==> config.mk <==
export PLATFORM = sky130hd
export DESIGN_NAME = ilkn_tx_framer_flat
export DESIGN_NICKNAME = d
export VERILOG_FILES = /design/src/rtl/ilkn_pkg.sv /design/src/rtl/ilkn_tx_framer_if.sv /design/src/rtl/ilkn_crc32c_64.sv /design/src/rtl/ilkn_tx_framer.sv /design/src/flat_wrapper.sv
export SDC_FILE = /design/constraint.sdc
export NUM_CORES = 1
export LEC_CHECK = 0
export ABC_CLOCK_PERIOD_IN_PS = 5400
export BUFFER_PORTS_ARGS = -buffer_cell sky130_fd_sc_hd__buf_2
export CORE_MARGIN = 2
export CORE_UTILIZATION = 46
export DETAILED_ROUTE_END_ITERATION = 8
export PLACE_DENSITY = 0.78
export SYNTH_ARGS = -nofsm -noshare
export SYNTH_HDL_FRONTEND = slang
export SYNTH_SLANG_ARGS = --single-unit
==> constraint.sdc <==
create_clock -name USER_CLK -period 5.4 [get_ports USER_CLK]
set_clock_uncertainty 0.1 [all_clocks]
set_input_delay 0.54 -clock USER_CLK [delete_from_list [all_inputs] [get_ports USER_CLK]]
set_output_delay 0.54 -clock USER_CLK [all_outputs]
set_load 0.05 [all_outputs]
==> src/rtl/ilkn_pkg.sv <==
// Shared Interlaken constants: block types, 64b/67b headers, control word patterns,
// CRC-32C polynomial/seed and the metaframe slot encoding.
package ilkn_pkg;

   localparam logic [5:0]  BT_SCR_STATE   = 6'b001010;
   localparam logic [5:0]  BT_DIAG        = 6'b011001;

   localparam logic [1:0]  HDR_DATA       = 2'b01;
   localparam logic [1:0]  HDR_CTRL       = 2'b10;

   localparam logic [63:0] ILKN_SYNC_WORD = 64'h78f678f678f678f6;
   localparam logic [63:0] ILKN_SKIP_WORD = 64'h1e1e1e1e1e1e1e1e;
   localparam logic [63:0] ILKN_IDLE_WORD = 64'h8000000000000000;

   localparam logic [31:0] CRC32C_POLY    = 32'h1EDC6F41;
   localparam logic [31:0] CRC32C_SEED    = 32'hFFFFFFFF;

   typedef enum logic [2:0] {
      SLOT_SYNC,
      SLOT_SCR_STATE,
      SLOT_SKIP,
      SLOT_PAYLOAD,
      SLOT_DIAG
   } slot_t;

   // One MSB-first CRC-32C bit step (non-reflected shift register).
   function automatic logic [31:0] crc32c_bit(input logic [31:0] crc, input logic din);
      logic fb;
      fb = crc[31] ^ din;
      return {crc[30:0], 1'b0} ^ (fb ? CRC32C_POLY : 32'h0);
   endfunction

endpackage

==> src/rtl/ilkn_tx_framer_if.sv <==
// Framer bus bundle: payload handshake from the burst layer, lane status in, word/header
// out to the scrambler. slave = framer side, master = upstream/downstream environment.
interface ilkn_tx_framer_if;

   logic [63:0] DATA_IN;
   logic [1:0]  HEADER_IN;
   logic        DATA_VALID_IN;
   logic        DATA_READY_OUT;
   logic [1:0]  STATUS_IN;
   logic [63:0] TX_DATA_OUT;
   logic [1:0]  TX_HEADER_OUT;

   modport slave (
      input  DATA_IN, HEADER_IN, DATA_VALID_IN, STATUS_IN,
      output DATA_READY_OUT, TX_DATA_OUT, TX_HEADER_OUT
   );

   modport master (
      output DATA_IN, HEADER_IN, DATA_VALID_IN, STATUS_IN,
      input  DATA_READY_OUT, TX_DATA_OUT, TX_HEADER_OUT
   );

endinterface

==> src/rtl/ilkn_crc32c_64.sv <==
// Combinational CRC-32C update over one 64-bit word, bit 63 first; zero latency, no handshake.
module ilkn_crc32c_64
   import ilkn_pkg::*;
(
   input  logic [31:0] crc_in,
   input  logic [63:0] data,
   output logic [31:0] crc_out
);

   always_comb begin
      crc_out = crc_in;
      for (int i = 63; i >= 0; i--) begin
         crc_out = crc32c_bit(crc_out, data[i]);
      end
   end

endmodule

==> src/rtl/ilkn_tx_framer.sv <==
// Interlaken TX metaframe framer; 1-cycle registered output, one word every cycle; ready only in
// payload slots, independent of valid. Diagnostic CRC-32C present when ILKN_TX_DIAG_CRC32_EN is defined.
module ilkn_tx_framer
   import ilkn_pkg::*;
#(
   parameter int          METAFRAME_LENGTH = 2048,
   parameter logic [63:0] SYNC_WORD        = ILKN_SYNC_WORD,
   parameter logic [63:0] SKIP_WORD        = ILKN_SKIP_WORD,
   parameter logic [63:0] IDLE_WORD        = ILKN_IDLE_WORD
)
(
   input  logic             USER_CLK,
   input  logic             SYSTEM_RESET,
   ilkn_tx_framer_if.slave  bus
);

   localparam logic [15:0] WCNT_LAST = 16'(METAFRAME_LENGTH - 1);

   logic [15:0] wcnt_q, wcnt_d;
   logic [63:0] tx_data_q, tx_data_d;
   logic [1:0]  tx_hdr_q, tx_hdr_d;

   slot_t       slot;
   logic [63:0] word_base;
   logic [31:0] crc_field;

   always_comb begin
      slot = SLOT_PAYLOAD;
      if (wcnt_q == 16'd0) begin
         slot = SLOT_SYNC;
      end else if (wcnt_q == 16'd1) begin
         slot = SLOT_SCR_STATE;
      end else if (wcnt_q == 16'd2) begin
         slot = SLOT_SKIP;
      end else if (wcnt_q == WCNT_LAST) begin
         slot = SLOT_DIAG;
      end
   end

   assign bus.DATA_READY_OUT = !SYSTEM_RESET && (slot == SLOT_PAYLOAD);

   // word_base is the emitted word with the Diagnostic CRC field still zero; the CRC runs over it.
   always_comb begin
      word_base = IDLE_WORD;
      tx_hdr_d  = HDR_CTRL;
      case (slot)
         SLOT_SYNC:      word_base = SYNC_WORD;
         SLOT_SCR_STATE: word_base = {BT_SCR_STATE, 58'b0};
         SLOT_SKIP:      word_base = SKIP_WORD;
         SLOT_DIAG:      word_base = {BT_DIAG, 24'b0, bus.STATUS_IN, 32'b0};
         SLOT_PAYLOAD: begin
            if (bus.DATA_VALID_IN) begin
               word_base = bus.DATA_IN;
               tx_hdr_d  = bus.HEADER_IN;
            end
         end
         default: word_base = IDLE_WORD;
      endcase
      tx_data_d = word_base | {32'b0, crc_field};
      wcnt_d    = (wcnt_q == WCNT_LAST) ? 16'd0 : wcnt_q + 16'd1;
   end

`ifdef ILKN_TX_DIAG_CRC32_EN
   logic [31:0] crc_q, crc_d;
   logic [31:0] crc_in, crc_out;

   // Sync always restarts from the seed, so a stale crc_q can never leak across metaframes.
   assign crc_in = (slot == SLOT_SYNC) ? CRC32C_SEED : crc_q;

   ilkn_crc32c_64 u_crc (
      .crc_in  (crc_in),
      .data    (word_base),
      .crc_out (crc_out)
   );

   always_comb begin
      crc_field = 32'h0;
      crc_d     = crc_out;
      if (slot == SLOT_DIAG) begin
         crc_field = ~crc_out;
         crc_d     = CRC32C_SEED;
      end
   end

   always_ff @(posedge USER_CLK or posedge SYSTEM_RESET) begin
      if (SYSTEM_RESET) begin
         crc_q <= CRC32C_SEED;
      end else begin
         crc_q <= crc_d;
      end
   end
`else
   assign crc_field = 32'h0;
`endif

   always_ff @(posedge USER_CLK or posedge SYSTEM_RESET) begin
      if (SYSTEM_RESET) begin
         wcnt_q    <= 16'd0;
         tx_data_q <= 64'h0;
         tx_hdr_q  <= HDR_DATA;
      end else begin
         wcnt_q    <= wcnt_d;
         tx_data_q <= tx_data_d;
         tx_hdr_q  <= tx_hdr_d;
      end
   end

   assign bus.TX_DATA_OUT   = tx_data_q;
   assign bus.TX_HEADER_OUT = tx_hdr_q;

endmodule

==> src/flat_wrapper.sv <==
// flat-port wrapper written by rule: the top's interface ports become plain ports
module ilkn_tx_framer_flat import ilkn_pkg::*;
#(
   parameter int          METAFRAME_LENGTH = 2048,
   parameter logic [63:0] SYNC_WORD        = ILKN_SYNC_WORD,
   parameter logic [63:0] SKIP_WORD        = ILKN_SKIP_WORD,
   parameter logic [63:0] IDLE_WORD        = ILKN_IDLE_WORD
)
  (USER_CLK, SYSTEM_RESET, bus_DATA_IN, bus_HEADER_IN, bus_DATA_VALID_IN, bus_STATUS_IN, bus_DATA_READY_OUT, bus_TX_DATA_OUT, bus_TX_HEADER_OUT);
  ilkn_tx_framer_if bus_i ();
  input  logic USER_CLK;
  input  logic SYSTEM_RESET;
  input wire logic [$bits(bus_i.DATA_IN)-1:0] bus_DATA_IN;
  input wire logic [$bits(bus_i.HEADER_IN)-1:0] bus_HEADER_IN;
  input wire logic [$bits(bus_i.DATA_VALID_IN)-1:0] bus_DATA_VALID_IN;
  input wire logic [$bits(bus_i.STATUS_IN)-1:0] bus_STATUS_IN;
  output wire logic [$bits(bus_i.DATA_READY_OUT)-1:0] bus_DATA_READY_OUT;
  output wire logic [$bits(bus_i.TX_DATA_OUT)-1:0] bus_TX_DATA_OUT;
  output wire logic [$bits(bus_i.TX_HEADER_OUT)-1:0] bus_TX_HEADER_OUT;
  assign bus_i.DATA_IN = bus_DATA_IN;
  assign bus_i.HEADER_IN = bus_HEADER_IN;
  assign bus_i.DATA_VALID_IN = bus_DATA_VALID_IN;
  assign bus_i.STATUS_IN = bus_STATUS_IN;
  assign bus_DATA_READY_OUT = bus_i.DATA_READY_OUT;
  assign bus_TX_DATA_OUT = bus_i.TX_DATA_OUT;
  assign bus_TX_HEADER_OUT = bus_i.TX_HEADER_OUT;
  ilkn_tx_framer #(.METAFRAME_LENGTH(METAFRAME_LENGTH), .SYNC_WORD(SYNC_WORD), .SKIP_WORD(SKIP_WORD), .IDLE_WORD(IDLE_WORD)) u_core (.USER_CLK(USER_CLK), .SYSTEM_RESET(SYSTEM_RESET), .bus(bus_i));
endmodule
==> results of run 1 <==
[per-layer routing]
layer	wire length [um]	track usage (%)	share of wire, %	vias to the layer above
met3	485	5.597	6.2	16
met4	203	9.504	2.6	0
li1	-	-	-	1202
met5	0	0	0	-
met1	3360	26.33	43	1230
met2	3757	30.08	48	94
[logic make-up (layout without fill, tap and decap cells)]
kind of cell / after synthesis / after routing / synth area share (%)
DFF: 82 / 82 / 62.73
adders and majority gates: 4 / 4 / 1.529
xor gates and xnor gates: 13 / 13 / 3.479
AOI/OAI and AO/OA: 71 / 71 / 16.02
and+or+nand+nor: 66 / 66 / 11.54
buffers and inverters: 28 / 163 / 4.702
[Yosys cell counts (2+ instances only)]
master | number | area share (%)
dfrtp_1 | 81 | 62
a31o_2 | 37 | 9.9
o21ai_0 | 24 | 3.7
and3_1 | 14 | 2.7
nor2_1 | 13 | 1.5
nand2_1 | 10 | 1.1
xor2_1 | 9 | 2.4
clkbuf_1 | 8 | 0.92
inv_1 | 8 | 0.92
buf_2 | 6 | 0.92
and2_1 | 5 | 0.96
buf_6 | 5 | 1.7
nand3_1 | 5 | 0.76
ha_1 | 4 | 1.5
nor3_1 | 4 | 0.61
xnor2_1 | 4 | 1.1
nand4_1 | 3 | 0.57
nor4_1 | 3 | 0.57
a21oi_1 | 2 | 0.31
nor4_2 | 2 | 0.76
or3_1 | 2 | 0.38
[per-stage QoR]
stage | hold slack, ns | utilization (%) | power (mW)
3_3_place_gp | 0.3872 | 58.26 | 0.8469
3_5_place_dp | 0.4014 | 58.26 | 0.8490
2_1_floorplan | 0.3729 | - | 0.7888
6_report | 0.2710 | 61.39 | 1.322
5_1_grt | 0.2700 | 61.39 | 1.368
4_1_cts | 0.2632 | 61.39 | 1.327
[worst max-delay path, delay by kind of cell, from the launching register on]
family / cells / cell delay (ns)
and+or+nand+nor: 4 / 0.81
DFF: 1 / 0.41
adders and majority gates: 1 / 0.23
buffers and inverters: 2 / 0.37
[power groups by stage]
stage / Sequential, mW / Clock, mW / Combinational (mW)
6_report: 0.644 / 0.486 / 0.191
5_1_grt: 0.647 / 0.518 / 0.203
4_1_cts: 0.645 / 0.490 / 0.193
3_5_place_dp: 0.657 / 0 / 0.192
3_3_place_gp: 0.656 / 0 / 0.191
2_1_floorplan: 0.749 / 0 / 0.0395
[area by class of cell]
type	instances	area [um2]	area share (%)
Multi-Input combinational cell	154	1067	25.45
Inverter	8	31.28	0.7458
Clock buffer	9	123.9	2.953
Clock inverter	6	90.09	2.148
Tap cell	96	120.1	2.864
Sequential cell	82	2053	48.96
Timing Repair Buffer	140	708.2	16.89
[state kept, by name (all words and copies together), names as in the netlist]
| signal | flops |
|---|---|
| u_core.bus.TX_HEADER_OUT | 2 |
| u_core.bus.TX_DATA_OUT | 64 |
| u_core.wcnt_q | 16 |
[worst max path at each step]
| stage | to | cells after the start | startpoint |
|---|---|---|---|
| 3_3_place_gp | u_core.bus.TX_DATA_OUT[15] | 6 | u_core.wcnt_q[0] |
| 5_1_grt | bus_DATA_READY_OUT | 7 | u_core.wcnt_q[0] |
| 2_1_floorplan | bus_DATA_READY_OUT | 6 | u_core.wcnt_q[0] |
| 6_report | bus_DATA_READY_OUT | 7 | u_core.wcnt_q[0] |
| 3_5_place_dp | u_core.bus.TX_DATA_OUT[26] | 4 | u_core.wcnt_q[10] |
| 4_1_cts | bus_DATA_READY_OUT | 7 | u_core.wcnt_q[0] |
==> impl_metrics.ini, run 1 <==
[status]
status = finished clean

[clock_network]
clock_sinks = 82
ctsResizeCount = 0
clk_pin_slew_ns = 0.08
clk_latency_ns = 0.35
numCtsBuffers = 9
clockBufferDepth = 2
cts_root_buf = clkbuf_8
cts_hold_buf = 0
postCtsSetupRepairBufs = 0
cts_max_level = 3
cts_tree = built

[layout]
final_cell_count_no_fill = 495
nets = 470
drive_above_1_share_pct = 50.13
synthToLayoutAreaGrowth_pct = 28.13
stdcell_area_um2 = 4194
fillers = 574
final_common_cell = buf_2
antenna_cells = 0
layout_common_cells = buf_2 (137), dfrtp_1 (81), a31o_2 (37)

[worst_hold_path]
holdPathStages = 2
hold_end = u_core.bus.TX_HEADER_OUT[1]
hp-class = in2reg
holdCritStartpoint = bus_HEADER_IN[1]

[floorplanning]
die-width_um = 88.36
dieArea_um2 = 7807
io_pins = 138
core_um2 = 6832
initial_core_util_pct = 47.91
num_rows = 30
dieHeight_um = 88.36

[global_route]
antenna_found_initial = 0
grt_first_pass_wirelength_um = 11700
grt_overflow_total = 0
grt.total_usage_pct = 19.79
grt_max_degree = 83
grt_pass1_vias = 2423

[timing]
finalHoldViolCount = 0
rsz0062_at_grt = no
fin_crit_ns = 2.833
worstMarginPinSlew_ns = 1.259
fin_ws_ns = 2.567
slew_headroom_pct = 15.60
period_share_pct = 52.46
setup_viol = 0
drv_slew = 0
max_freq_mhz = 353.0
setup_tns_ns = 0

[placed_design]
placed_area_um2 = 3980
dp_slack_ns = 2.928
placedCellCount = 480
hpwlAfterDp_um = 5372
io_buffers = 137
gp_congestion = 0.8210

[setup_path]
r2r_end = u_core.bus.TX_DATA_OUT[25]
crit_fanout = 5
crit_top_cell = nor3_1
r2r-start = u_core.wcnt_q[12]
end_kind = primary output
rrSetupSlack_ns = 2.88
r2r_cells = 4
critPathMaxStageDelay_ns = 0.41
arrival_ns = 2.19
required_ns = 4.76
cpMaxStageDelayCell = dfrtp_1
cp-start-kind = flop
critPathKind = reg2out
path_cells = inv_1 -> ha_1 -> or2_2 -> nor2_1 -> nor3_1 -> nor3_1 -> buf_2

[routing]
ant_nets = 0
drc = 0
drt_first_iter_violations = 171
dr.pass1.iters = 4
via_per_inst = 5.135
wirelength_um = 7806
wl_per_cell_um = 15.77
vias = 2542

[power]
power_density_nw_per_um2 = 315.1
seqPwrFrac_pct = 48.8
pwr-share-comb_pct = 14.5
p_clk_share_pct = 36.8
ir_drop_mv = 0.1495
p_leak_nw = 2.256
switchingPower_uw = 369.3
intPower_uw = 952.2
p_sw_share_pct = 27.94

[logic_synthesis]
postSynth.asyncResetShare_pct = 100.0
ys_ff_latch = 82
synthesis.nets = 339
synth_cell_types = 36
synth_edf_count = 0
syn_inst = 264
seq_area_frac_synth_pct = 62.73
syn_area_um2 = 3273
syn_avg_cell_area_um2 = 12.40
synth_warnings = 0
synth_ff_type = dfrtp_1

[flow_run]
drv_cap = 0
No activity file was read; power rests on OpenSTA's default activity.
==> inputs of run 2 (changes only) <==
--- a/config.mk
+++ b/config.mk
@@ -5,12 +5,12 @@
 export SDC_FILE = /design/constraint.sdc
 export NUM_CORES = 1
 export LEC_CHECK = 0
-export ABC_CLOCK_PERIOD_IN_PS = 5400
+export ABC_CLOCK_PERIOD_IN_PS = 2400
 export BUFFER_PORTS_ARGS = -buffer_cell sky130_fd_sc_hd__buf_2
 export CORE_MARGIN = 2
-export CORE_UTILIZATION = 46
+export CORE_UTILIZATION = 43
 export DETAILED_ROUTE_END_ITERATION = 8
-export PLACE_DENSITY = 0.78
+export PLACE_DENSITY = 0.77
 export SYNTH_ARGS = -nofsm -noshare
 export SYNTH_HDL_FRONTEND = slang
 export SYNTH_SLANG_ARGS = --single-unit
==> constraint.sdc (replaced) <==
create_clock -name USER_CLK -period 2.4 [get_ports USER_CLK]
set_clock_uncertainty 0.1 [all_clocks]
set_input_delay 0.24 -clock USER_CLK [delete_from_list [all_inputs] [get_ports USER_CLK]]
set_output_delay 0.24 -clock USER_CLK [all_outputs]
set_load 0.05 [all_outputs]
==> impl_metrics.ini, run 2 (same netlist as run 1, synthesis figures left out) <==
[routing]
wl_per_cell_um = 16.17
drt_first_iter_violations = 101
vias = 2695
ant_nets = 0
wirelength_um = 8394
via_per_inst = 5.193
dr.pass1.iters = 4
drc = 0

[layout]
antenna_cells = 0
finish.utilization_pct = 60.93
largest_reg_flops = 64
nets = 490
multi_input_area_um2 = 1091
register_area_um2 = 2053
synthToLayoutAreaGrowth_pct = 36.47
final_common_cell = buf_2
layout_common_cells = buf_2 (136), dfrtp_1 (81), a31o_2 (37)
fillers = 593
drive_above_1_share_pct = 51.67

[timing]
setup_viol = 0
slew_headroom_pct = 71.45
worstMarginPinSlew_ns = 0.4274
rsz0062_at_grt = no
drv_slew = 0
hold_ws_ns = 0.01151
period_share_pct = 95.07
max_freq_mhz = 438.3
fin_ws_ns = 0.1182
setup_tns_ns = 0
finalHoldViolCount = 0
fin_crit_ns = 2.282

[clock_network]
cts_max_level = 3
clk_latency_ns = 0.35
cts_root_buf = clkbuf_8
numCtsBuffers = 9
clk_pin_slew_ns = 0.09
clock_sinks = 82
cts_tree = built
clockBufferDepth = 2

[floorplanning]
initial_core_util_pct = 44.65
die-width_um = 91.25
dieHeight_um = 91.25
num_rows = 31
dieArea_um2 = 8326
io_pins = 138
core_um2 = 7331

[setup_path]
cpMaxStageDelayCell = dfrtp_1
r2r_cells = 5
critPathMaxStageDelay_ns = 0.43
cp-start-kind = flop
crit_top_cell = buf_6
arrival_ns = 1.94
end_kind = primary output
required_ns = 2.06
critPathKind = reg2out
crit_fanout = 16
path_cells = ha_1 -> and2_2 -> nand4_4 -> buf_6 -> nor2_2 -> nor3_2 -> buf_6

[worst_hold_path]
holdPathStages = 2
hp-class = in2reg

[placed_design]
io_buffers = 137
gp_congestion = 0.8487
hpwlAfterDp_um = 5905
dp_slack_ns = 0.2786

[global_route]
grt_overflow_total = 0
grt_pass1_vias = 2630
grt_first_pass_wirelength_um = 13120
grt_max_degree = 38
antenna_found_initial = 0
grt.total_usage_pct = 20.16

[power]
p_leak_nw = 2.376
ir_drop_mv = 0.3395
power.total_mw = 3.068
power_density_nw_per_um2 = 686.8

[status]
status = finished clean

[flow_run]
drv_cap = 0
-- run 2: cell type report --
class | instances | share of cell area, %
Clock inverter | 6 | 2.157
Tap cell | 99 | 2.773
Multi-Input combinational cell | 154 | 24.43
Inverter | 8 | 0.7563
Sequential cell | 82 | 45.97
Timing Repair Buffer | 160 | 20.84
Clock buffer | 10 | 3.081
-- run 2: timing repair --
item,CTS,global route
buffers inserted,1,0
cloned,0,0
hold buffers,8,2
resized for setup,3,6
setup endpoints to repair,1,1
endpoints found under the hold margin,23,2
-- run 2: per-layer routing --
metal	routed length, um	global-route usage (%)	up-vias
met5	0	0	-
met4	238	8.712	0
met3	434	4.896	23
met2	4370	34.69	100
met1	3351	24.08	1332
li1	-	-	1240
-- run 2: path summary, 6_finish.rpt --
path	slack, ns	end	startpoint
max in group asynchronous	1.22	u_core.wcnt_q[11]	SYSTEM_RESET
max	0.12	bus_DATA_READY_OUT	u_core.wcnt_q[0]
min	0.01	u_core.bus.TX_DATA_OUT[38]	bus_DATA_IN[38]
min in group asynchronous	0.36	u_core.bus.TX_DATA_OUT[59]	SYSTEM_RESET
min reg2reg	0.42	u_core.wcnt_q[4]	u_core.wcnt_q[4]
max reg2reg	0.27	u_core.bus.TX_DATA_OUT[22]	u_core.wcnt_q[10]
-- run 2: power by group --
part	switching [mW]	leakage, nW	internal, mW
clock network	0.527	0.115	0.629
registers	0.0139	1.05	1.44
logic	0.318	1.21	0.143
-- run 2: worst max-delay path: cells and delay by family (launching register included) --
kind | cells | cell delay, ns
adder cells (fa/ha/maj) | 1 | 0.26
AND/OR/NAND/NOR | 4 | 0.53
buffers and inverters | 2 | 0.36
flip-flops | 1 | 0.43
-- run 2: stage by stage --
step	instance area, um2	std cells
global placement	4096	492
CTS	4427	517
finish	4467	519
global route	4467	519
detailed placement	4096	492
floorplan	3282	264
==> inputs of run 3 (changes only) <==
--- a/config.mk
+++ b/config.mk
@@ -7,6 +7,7 @@
 export LEC_CHECK = 0
 export ABC_CLOCK_PERIOD_IN_PS = 2400
 export BUFFER_PORTS_ARGS = -buffer_cell sky130_fd_sc_hd__buf_2
+export CAP_MARGIN = 10
 export CORE_MARGIN = 2
 export CORE_UTILIZATION = 43
 export DETAILED_ROUTE_END_ITERATION = 8
==> constraint.sdc (replaced) <==
create_clock -name USER_CLK -period 2.4 [get_ports USER_CLK]
set_clock_uncertainty 0.1 [all_clocks]
set_input_delay 0 -clock USER_CLK [delete_from_list [all_inputs] [get_ports USER_CLK]]
set_output_delay 0 -clock USER_CLK [all_outputs]
set_load 0.05 [all_outputs]
==> impl_metrics.ini, run 3 (same netlist as run 1, synthesis figures left out) <==
[setup_path]
required_ns = 2.30
crit_fanout = 5
end_kind = primary output
cp-start-kind = flop
arrival_ns = 2.19
critPathKind = reg2out

[placed_design]
hpwlAfterDp_um = 5577
placed_area_um2 = 4056
io_buffers = 137
gp_congestion = 0.8243

[clock_network]
clock_sinks = 82
clockBufferDepth = 2
cts_root_buf = clkbuf_8
cts_max_level = 3
numCtsBuffers = 9
cts_tree = built
clk_latency_ns = 0.35
clk_pin_slew_ns = 0.09
postCtsSetupRepairBufs = 0

[routing]
drc = 0
drt_first_iter_violations = 100
vias = 2967
dr.pass1.iters = 5
ant_nets = 0
via_per_inst = 5.133
wirelength_um = 9140
wl_per_cell_um = 15.81

[layout]
multi_input_area_um2 = 1077
antenna_cells = 0
final_common_cell = buf_2
largest_reg_flops = 64
nets = 549
drive_above_1_share_pct = 44.47
stdcell_area_um2 = 4994
fillers = 494
register_area_um2 = 2054
finish.utilization_pct = 68.12
layout_common_cells = buf_2 (136), dfrtp_1 (80), dlygate4sd3_1 (71)
synthToLayoutAreaGrowth_pct = 52.56

[floorplanning]
initial_core_util_pct = 44.65
die-width_um = 91.25
num_rows = 31
dieHeight_um = 91.25
io_pins = 138
core_um2 = 7331
dieArea_um2 = 8326

[global_route]
antenna_found_initial = 0
grt_first_pass_wirelength_um = 15090
grt_max_degree = 59
grt.total_usage_pct = 23.11
grt_overflow_total = 0
grt_pass1_vias = 3071

[power]
ir_drop_mv = 0.3770
p_leak_nw = 2.601
power_density_nw_per_um2 = 605.3
power.total_mw = 3.023

[timing]
max_freq_mhz = 435.7
worstMarginPinSlew_ns = 0.9582
period_share_pct = 95.62
finalHoldViolCount = 0
fin_crit_ns = 2.295
drv_slew = 0
setup_viol = 0
slew_headroom_pct = 36.05
hold_ws_ns = 0.2980

[flow_run]
drv_cap = 0

[status]
status = finished clean

[worst_hold_path]
hp-class = in2async
## run 3: final cells by class
| type | count | area share (%) |
|---|---|---|
| clock buffers | 10 | 2.756 |
| multi-input cells | 154 | 21.57 |
| flip-flops and latches | 82 | 41.14 |
| clock inverters | 6 | 1.428 |
| inverters | 8 | 0.6264 |
| well taps | 99 | 2.481 |
| repair buffers | 219 | 29.99 |
## run 3: worst paths after layout
path,from,end,slack (ns),cells past startpoint
max,u_core.wcnt_q[0],bus_DATA_READY_OUT,0.11,7
min in group USER_CLK,bus_DATA_IN[62],u_core.bus.TX_DATA_OUT[62],0.30,3
min reg2reg,u_core.wcnt_q[0],u_core.wcnt_q[0],0.40,1
min,SYSTEM_RESET,u_core.bus.TX_DATA_OUT[59],0.30,3
max in group asynchronous,SYSTEM_RESET,u_core.bus.TX_DATA_OUT[26],1.16,4
max reg2reg,u_core.wcnt_q[0],u_core.bus.TX_DATA_OUT[43],0.20,7
## run 3: what timing repair did
action,CTS,global route
hold buffers,71,0
setup endpoints to repair,8,1
resized for setup,1,5
pin swaps,0,0
hold endpoints to repair,121,0
## run 3: power breakdown
group	internal, mW	switching [mW]
clock network	0.522	0.515
logic	0.201	0.333
registers	1.44	0.0153
## run 3: stage by stage
step	instances	setup TNS (ns)	setup WS, ns
5_1_grt	578	-0.004552	-0.004552
3_3_place_gp	491	0	0.03164
6_report	578	0	0.1050
2_1_floorplan	264	0	0.002177
3_5_place_dp	491	-0.05420	-0.02551
4_1_cts	578	0	0.003257
## run 3: worst max-delay path: stages, from the launching register on
cell	delay [ns]
dfrtp_2	0.41
inv_1	0.08
ha_1	0.24
or2_2	0.33
nor2_1	0.24
nor3_1	0.15
nor3_2	0.22
buf_6	0.19
## run 3: metal layers
metal,global-route usage (%),routed length (um)
met1,26.30,3492
met2,41.23,4810
met3,3.983,512
met4,12.37,325
met5,0,0
